## src/rtl/usb_rx_decode_pkg.sv

```systemverilog
// usb_rx_pkg: shared types and constants for the USB receive line decoder.
//   state_t     - decoder state (ACTIVE, SE0_1, EOP_WAIT)
//   SYNC_STAGES - flop depth of each pin synchronizer
//   IDLE_DP/DM  - idle J line levels, used as synchronizer reset values
package usb_rx_pkg;

    typedef enum logic [1:0] {
        ACTIVE   = 2'd0,
        SE0_1    = 2'd1,
        EOP_WAIT = 2'd2
    } state_t;

    localparam int   SYNC_STAGES = 2;
    localparam logic IDLE_DP     = 1'b1;
    localparam logic IDLE_DM     = 1'b0;

endpackage

```

## src/rtl/usb_rx_decode_if.sv

```systemverilog
// usb_rx_decode_if: line-side inputs and decoded-bit outputs of usb_rx_decode.
//   d_plus, d_minus : raw pins (asynchronous to clk)
//   shift_strobe    : one-clk line-sample strobe from the clock divider
//   d_orig          : last decoded data bit
//   bit_valid       : one-clk pulse, d_orig holds a new data bit
//   stuff_err       : one-clk pulse, bit after the ones run decoded as 1
//   eop             : one-clk pulse, SE0 end-of-packet seen
//   d_edge          : one-clk pulse on any synchronized D+ transition
//   dbg_state       : current decoder state, for observation only
// There is no backpressure: the strobe is a plain valid with no ready, and
// every output pulse is a valid lasting exactly one clk that must be
// consumed in that cycle.
interface usb_rx_decode_if;
    import usb_rx_pkg::*;

    logic   d_plus;
    logic   d_minus;
    logic   shift_strobe;
    logic   d_orig;
    logic   bit_valid;
    logic   stuff_err;
    logic   eop;
    logic   d_edge;
    state_t dbg_state;

    // master: line / clock-divider side; slave: the decoder.
    modport master (
        output d_plus, d_minus, shift_strobe,
        input  d_orig, bit_valid, stuff_err, eop, d_edge, dbg_state
    );

    modport slave (
        input  d_plus, d_minus, shift_strobe,
        output d_orig, bit_valid, stuff_err, eop, d_edge, dbg_state
    );

endinterface

```

## src/rtl/usb_rx_decode_sync_2ff.sv

```systemverilog
// sync_2ff: multi-flop synchronizer for one asynchronous pin.
//   clk, n_rst : clock and asynchronous active-low reset
//   i_d        : asynchronous input
//   o_q        : synchronized output, SYNC_STAGES clks behind i_d
// RST_VAL sets the level the chain holds in reset, so the decoder sees a
// clean idle line straight out of reset.
module sync_2ff
    import usb_rx_pkg::*;
#(
    parameter logic RST_VAL = 1'b0
) (
    input  logic clk,
    input  logic n_rst,
    input  logic i_d,
    output logic o_q
);

    logic [SYNC_STAGES-1:0] r_sync;

    always_ff @(posedge clk or negedge n_rst) begin
        if (!n_rst) begin
            r_sync <= {SYNC_STAGES{RST_VAL}};
        end else begin
            r_sync <= {r_sync[SYNC_STAGES-2:0], i_d};
        end
    end

    assign o_q = r_sync[SYNC_STAGES-1];

endmodule

```

## src/rtl/usb_rx_decode.sv

```systemverilog
// usb_rx_decode: USB receive line decoder.
//   clk, n_rst : clock and asynchronous active-low reset
//   bus        : usb_rx_decode_if.slave (pins, strobe, decoded outputs)
// Synchronizes D+/D-, samples them on each shift_strobe, NRZI-decodes,
// drops stuff bits after STUFF_LIMIT consecutive ones, flags a stuff error
// when that bit is a 1, and reports SE0-SE0 as end of packet. A lone SE0
// sample is treated as a glitch. d_edge runs every clk for strobe alignment.
module usb_rx_decode
    import usb_rx_pkg::*;
#(
    parameter int STUFF_LIMIT = 6
) (
    input  logic            clk,
    input  logic            n_rst,
    usb_rx_decode_if.slave  bus
);

    localparam logic [2:0] LIMIT = 3'(STUFF_LIMIT);

    logic       w_dp_s;
    logic       w_dm_s;
    logic       w_se0;
    logic       w_is_j;
    logic       w_bit;
    logic       w_do_decode;

    logic       r_dp_prev_edge;
    logic       r_d_edge;
    state_t     r_state;
    logic       r_prev_dp;
    logic [2:0] r_ones_cnt;
    logic       r_d_orig;
    logic       r_bit_valid;
    logic       r_stuff_err;
    logic       r_eop;

    sync_2ff #(.RST_VAL(IDLE_DP)) u_sync_dp (
        .clk   (clk),
        .n_rst (n_rst),
        .i_d   (bus.d_plus),
        .o_q   (w_dp_s)
    );

    sync_2ff #(.RST_VAL(IDLE_DM)) u_sync_dm (
        .clk   (clk),
        .n_rst (n_rst),
        .i_d   (bus.d_minus),
        .o_q   (w_dm_s)
    );

    assign w_se0  = !w_dp_s && !w_dm_s;
    assign w_is_j = w_dp_s && !w_dm_s;
    // NRZI: no transition on the line means a 1.
    assign w_bit  = (w_dp_s == r_prev_dp);
    // A non-SE0 sample in SE0_1 is decoded just like one in ACTIVE.
    assign w_do_decode = bus.shift_strobe && !w_se0 &&
                         ((r_state == ACTIVE) || (r_state == SE0_1));

    // Edge detector, free-running and independent of the strobe.
    always_ff @(posedge clk or negedge n_rst) begin
        if (!n_rst) begin
            r_dp_prev_edge <= IDLE_DP;
            r_d_edge       <= 1'b0;
        end else begin
            r_dp_prev_edge <= w_dp_s;
            r_d_edge       <= w_dp_s ^ r_dp_prev_edge;
        end
    end

    always_ff @(posedge clk or negedge n_rst) begin
        if (!n_rst) begin
            r_state     <= ACTIVE;
            r_prev_dp   <= 1'b1;
            r_ones_cnt  <= 3'd0;
            r_d_orig    <= 1'b1;
            r_bit_valid <= 1'b0;
            r_stuff_err <= 1'b0;
            r_eop       <= 1'b0;
        end else begin
            r_bit_valid <= 1'b0;
            r_stuff_err <= 1'b0;
            r_eop       <= 1'b0;

            if (w_do_decode) begin
                r_prev_dp <= w_dp_s;
                if (r_ones_cnt == LIMIT) begin
                    // Bit after a full run of ones: a 0 is the stuff bit
                    // and is dropped silently; a 1 is a stuffing violation.
                    r_ones_cnt  <= 3'd0;
                    r_stuff_err <= w_bit;
                end else begin
                    r_d_orig    <= w_bit;
                    r_bit_valid <= 1'b1;
                    r_ones_cnt  <= w_bit ? (r_ones_cnt + 3'd1) : 3'd0;
                end
            end

            if (bus.shift_strobe) begin
                case (r_state)
                    ACTIVE: begin
                        if (w_se0) r_state <= SE0_1;
                    end
                    SE0_1: begin
                        if (w_se0) begin
                            r_eop   <= 1'b1;
                            r_state <= EOP_WAIT;
                        end else begin
                            r_state <= ACTIVE;
                        end
                    end
                    EOP_WAIT: begin
                        // Return to idle decode only once the bus is back at J.
                        if (w_is_j) begin
                            r_prev_dp  <= 1'b1;
                            r_ones_cnt <= 3'd0;
                            r_d_orig   <= 1'b1;
                            r_state    <= ACTIVE;
                        end
                    end
                    default: r_state <= ACTIVE;
                endcase
            end
        end
    end

    assign bus.d_orig    = r_d_orig;
    assign bus.bit_valid = r_bit_valid;
    assign bus.stuff_err = r_stuff_err;
    assign bus.eop       = r_eop;
    assign bus.d_edge    = r_d_edge;
    assign bus.dbg_state = r_state;

endmodule

```

## src/flat_wrapper.sv

```systemverilog
// flat-port wrapper written by rule: the top's interface ports become plain ports
module usb_rx_decode_flat import usb_rx_pkg::*;
#(
    parameter int STUFF_LIMIT = 6
)
  (clk, n_rst, bus_d_plus, bus_d_minus, bus_shift_strobe, bus_d_orig, bus_bit_valid, bus_stuff_err, bus_eop, bus_d_edge, bus_dbg_state);
  usb_rx_decode_if bus_i ();
  input  logic clk;
  input  logic n_rst;
  input wire logic [$bits(bus_i.d_plus)-1:0] bus_d_plus;
  input wire logic [$bits(bus_i.d_minus)-1:0] bus_d_minus;
  input wire logic [$bits(bus_i.shift_strobe)-1:0] bus_shift_strobe;
  output wire logic [$bits(bus_i.d_orig)-1:0] bus_d_orig;
  output wire logic [$bits(bus_i.bit_valid)-1:0] bus_bit_valid;
  output wire logic [$bits(bus_i.stuff_err)-1:0] bus_stuff_err;
  output wire logic [$bits(bus_i.eop)-1:0] bus_eop;
  output wire logic [$bits(bus_i.d_edge)-1:0] bus_d_edge;
  output wire logic [$bits(bus_i.dbg_state)-1:0] bus_dbg_state;
  assign bus_i.d_plus = bus_d_plus;
  assign bus_i.d_minus = bus_d_minus;
  assign bus_i.shift_strobe = bus_shift_strobe;
  assign bus_d_orig = bus_i.d_orig;
  assign bus_bit_valid = bus_i.bit_valid;
  assign bus_stuff_err = bus_i.stuff_err;
  assign bus_eop = bus_i.eop;
  assign bus_d_edge = bus_i.d_edge;
  assign bus_dbg_state = bus_i.dbg_state;
  usb_rx_decode #(.STUFF_LIMIT(STUFF_LIMIT)) u_core (.clk(clk), .n_rst(n_rst), .bus(bus_i));
endmodule
```

## config.mk

```make
export PLATFORM = sky130hd
export DESIGN_NAME = usb_rx_decode_flat
export DESIGN_NICKNAME = d
export VERILOG_FILES = /design/src/rtl/usb_rx_decode_pkg.sv /design/src/rtl/usb_rx_decode_if.sv /design/src/rtl/usb_rx_decode_sync_2ff.sv /design/src/rtl/usb_rx_decode.sv /design/src/flat_wrapper.sv
export SDC_FILE = /design/constraint.sdc
export NUM_CORES = 1
export LEC_CHECK = 0
export ABC_AREA = 0
export ABC_CLOCK_PERIOD_IN_PS = 1700
export CORE_MARGIN = 4
export CORE_UTILIZATION = 30
export DETAILED_ROUTE_END_ITERATION = 8
export PLACE_DENSITY = 0.55
export SYNTH_ARGS = -nofsm -noshare
export SYNTH_HDL_FRONTEND = slang
export SYNTH_SLANG_ARGS = --single-unit
```

## constraint.sdc

```tcl
create_clock -name clk -period 1.7 [get_ports clk]
set_input_delay 0.17 -clock clk [delete_from_list [all_inputs] [get_ports clk]]
set_output_delay 0.17 -clock clk [all_outputs]
set_load 0.005 [all_outputs]
```

==> flow_summary.json <==
{
  "status": "completed",
  "area_growth_pct": 28.5,
  "post_cts_buffers": 0,
  "yosysMostFrequentCell": "dfrtp_1",
  "synth_common_cells": "dfrtp_1, dfstp_2, o21ai_0",
  "synthCells": 59,
  "power.internal_mw": 0.805,
  "pwr-share-clk_pct": 21.8,
  "vias": 491,
  "rows": 17,
  "yosys.area_share.simple_pct": 16.3,
  "drc_errors": 0,
  "synth-compound-area-share_pct": 12.6,
  "cts_htree_levels": 1,
  "hold_viol_final": 0,
  "finalSetupTns_ns": 0,
  "start_kind": "flop",
  "fin_nets": 84,
  "yosysTopAreaCell": "dfrtp_1",
  "numCtsBuffers": 3,
  "fp.dieW_um": 55.8,
  "p_seq_share_pct": 48.6,
  "grt_usage_pct": 8.15,
  "dp_cells": 100,
  "fmax_mhz": 668,
  "dp_slack_ns": 0.200,
  "dp_hpwl_um": 858,
  "netSwitchingFraction_pct": 29.2,
  "path_delay_family": "flip-flops",
  "period_minus_slack_ns": 1.50,
  "postRouteAntennaNets": 0,
  "critPathMaxStageDelay_ns": 0.55,
  "layout_setup_ws_ns": 0.202,
  "slew_headroom_pct": 74.5,
  "ios": 12,
  "die_y_um": 55.8,
  "setup_viol": 0,
  "drive_gt1_share_pct": 18.4,
  "synth-seq-cells": 16,
  "wire_per_inst_um": 11.4,
  "start_util_pct": 31.2,
  "fin_cells": 104,
  "cts_resized": 0,
  "dpl-instance-area_um2": 843,
  "synthTopCellsByArea": "dfrtp_1, dfstp_2, ha_1, nor2b_1, o21ai_0",
  "worstSetupPathType": "flop to output port",
  "synth-main-ff-cell": "dfrtp_1",
  "powerDensity_nw_per_um2": 1290,
  "peakVddDrop_mv": 0.493,
  "grt_pass1_vias": 458,
  "dieArea_um2": 3110,
  "crit_buf_inv": 1,
  "arrival_ns": 1.33,
  "synthXorXnorAreaFrac_pct": 2.56,
  "finalMaxSlewViolations": 0,
  "worstMarginPinSlew_ns": 0.380,
  "hold_path_class": "input pin to async pin",
  "synth_adder_area_share_pct": 3.66,
  "final_area_um2": 880,
  "grt_max_degree": 17,
  "routed_wl_um": 1180,
  "cts.sinks": 16,
  "gp_congestion": 0.723,
  "synth_top_family_by_area": "simple AND/OR/NAND/NOR gates",
  "rsz0062_at_grt": "no",
  "muxShareOfSynthArea_pct": 1.46,
  "drt_iter0_markers": 6,
  "slowest_stage": "dfstp_2",
  "grt_overflow": 0,
  "crit_chain": "clkdlybuf4s50_1",
  "period_share_pct": 88.1,
  "synthesis.area_per_instance_um2": 11.6,
  "required_ns": 1.53,
  "hold_buffers": 0,
  "cp_max_fo": 2,
  "grt_pass1_wl_um": 1900,
  "cts.path.max_buffers": 2,
  "clk_latency_ns": 0.29,
  "synth.top_cell.area_share_pct": 40.2,
  "synth_cell_types": 25,
  "drtPass1Iterations": 2,
  "yosysWarningCount": 0,
  "yosysSeqAreaShare_pct": 59.4,
  "synth_area_um2": 684,
  "clkSlewWorstSetupHoldPaths_ns": 0.09,
  "cts_tree": "done",
  "antenna_found_initial": 0,
  "utilization_pct": 40.1,
  "synth-edff-count": 0,
  "port_buffers": 11,
  "finClkSkew_ns": 0.00895,
  "maxCapViolCount": 0,
  "crit_path_end_kind": "output port",
  "syn_nets": 66,
  "p_comb_share_pct": 29.6,
  "switchingPower_mw": 0.332,
  "leakagePower_nw": 0.380,
  "cts-root-buf": "clkbuf_4",
  "n_antenna_cell": 0,
  "viasPerCell": 4.72,
  "core_area_um2": 2190,
  "synthArstFlopShare_pct": 100
}
## flip-flops by register name (all words and copies together), names as in the netlist
name                     cells
u_core.bus.d_edge            1
u_core.r_ones_cnt            3
u_core.bus.eop               1
u_core.bus.d_orig            1
u_core.r_prev_dp             1
u_core.bus.stuff_err         1
u_core.bus.dbg_state         2
u_core.bus.bit_valid         1
u_core.u_sync_dp.r_sync      2
u_core.u_sync_dm.r_sync      2
u_core.r_dp_prev_edge        1
## final cells by class
cell class	instances	area (µm²)
Fill cell	214	1310
Sequential cell	16	407
Multi-Input combinational cell	38	250
Timing Repair Buffer	15	140
Clock buffer	4	36.3
Tap cell	28	35.0
Inverter	3	11.3
## final timing paths
| check | depth (start not counted) | end | slack [ns] | startpoint |
|---|---|---|---|---|
| setup / recovery | 1 | bus_d_orig | 0.20 | u_core.bus.d_orig$_DFF_PN1_ |
| hold / removal | 2 | u_core.r_ones_cnt[2]$_DFF_PN0_ | 0.19 | n_rst |
| setup reg to reg | 3 | u_core.bus.d_orig$_DFF_PN1_ | 0.30 | u_core.u_sync_dp.r_sync[1]$_DFF_PN1_ |
| hold reg to reg | 0 | u_core.u_sync_dm.r_sync[1]$_DFF_PN0_ | 0.35 | u_core.u_sync_dm.r_sync[0]$_DFF_PN0_ |
| max in group asynchronous | 2 | u_core.u_sync_dp.r_sync[0]$_DFF_PN1_ | 1.26 | n_rst |
| min in group clk | 1 | u_core.u_sync_dp.r_sync[0]$_DFF_PN1_ | 0.28 | bus_d_plus |
## power groups by stage
stage / logic [mW] / registers, mW / clock network, mW
floorplan: 0.197 / 0.547 / 0
global placement: 0.334 / 0.559 / 0
detailed placement: 0.339 / 0.561 / 0
CTS: 0.342 / 0.552 / 0.265
global route: 0.377 / 0.564 / 0.279
finish: 0.337 / 0.553 / 0.247
## cells in the final DEF, fill, tap and decap left out, types with 2 or more instances in the layout
cell	Yosys	final
clkbuf_4	0	3
nand2_1	4	4
ha_1	2	2
and3_1	2	2
a31oi_1	2	2
o21ai_0	5	5
a21oi_1	4	4
nand4_1	3	3
dfrtp_1	11	11
dfstp_2	5	5
nor2b_1	4	4
clkdlybuf4s50_1	0	11
buf_4	0	4
inv_1	3	3
## logic make-up after synthesis
kind of cell    count (synthesis)
simple gates                   19
flops                          16
compound gates                 14
buf+inv                         5
xor+xnor                        2
fa+ha+maj                       2
mux                             1
## metrics by stage
| step | power [mW] | hold slack [ns] |
|---|---|---|
| after global placement | 0.893 | 0.333 |
| after CTS | 1.16 | 0.185 |
| after floorplan | 0.743 | -0.126 |
| after detailed placement | 0.900 | 0.336 |
| final | 1.14 | 0.188 |
| after global routing | 1.22 | 0.197 |
## routing by layer
layer	track usage, %	up-vias	part of all wire, %
met5	0	-	0
met4	7.64	0	4.1
met3	3.25	5	9.6
met2	11.7	17	42
met1	9.08	223	45
li1	-	246	-
No activity file was read; power rests on OpenSTA's default activity.
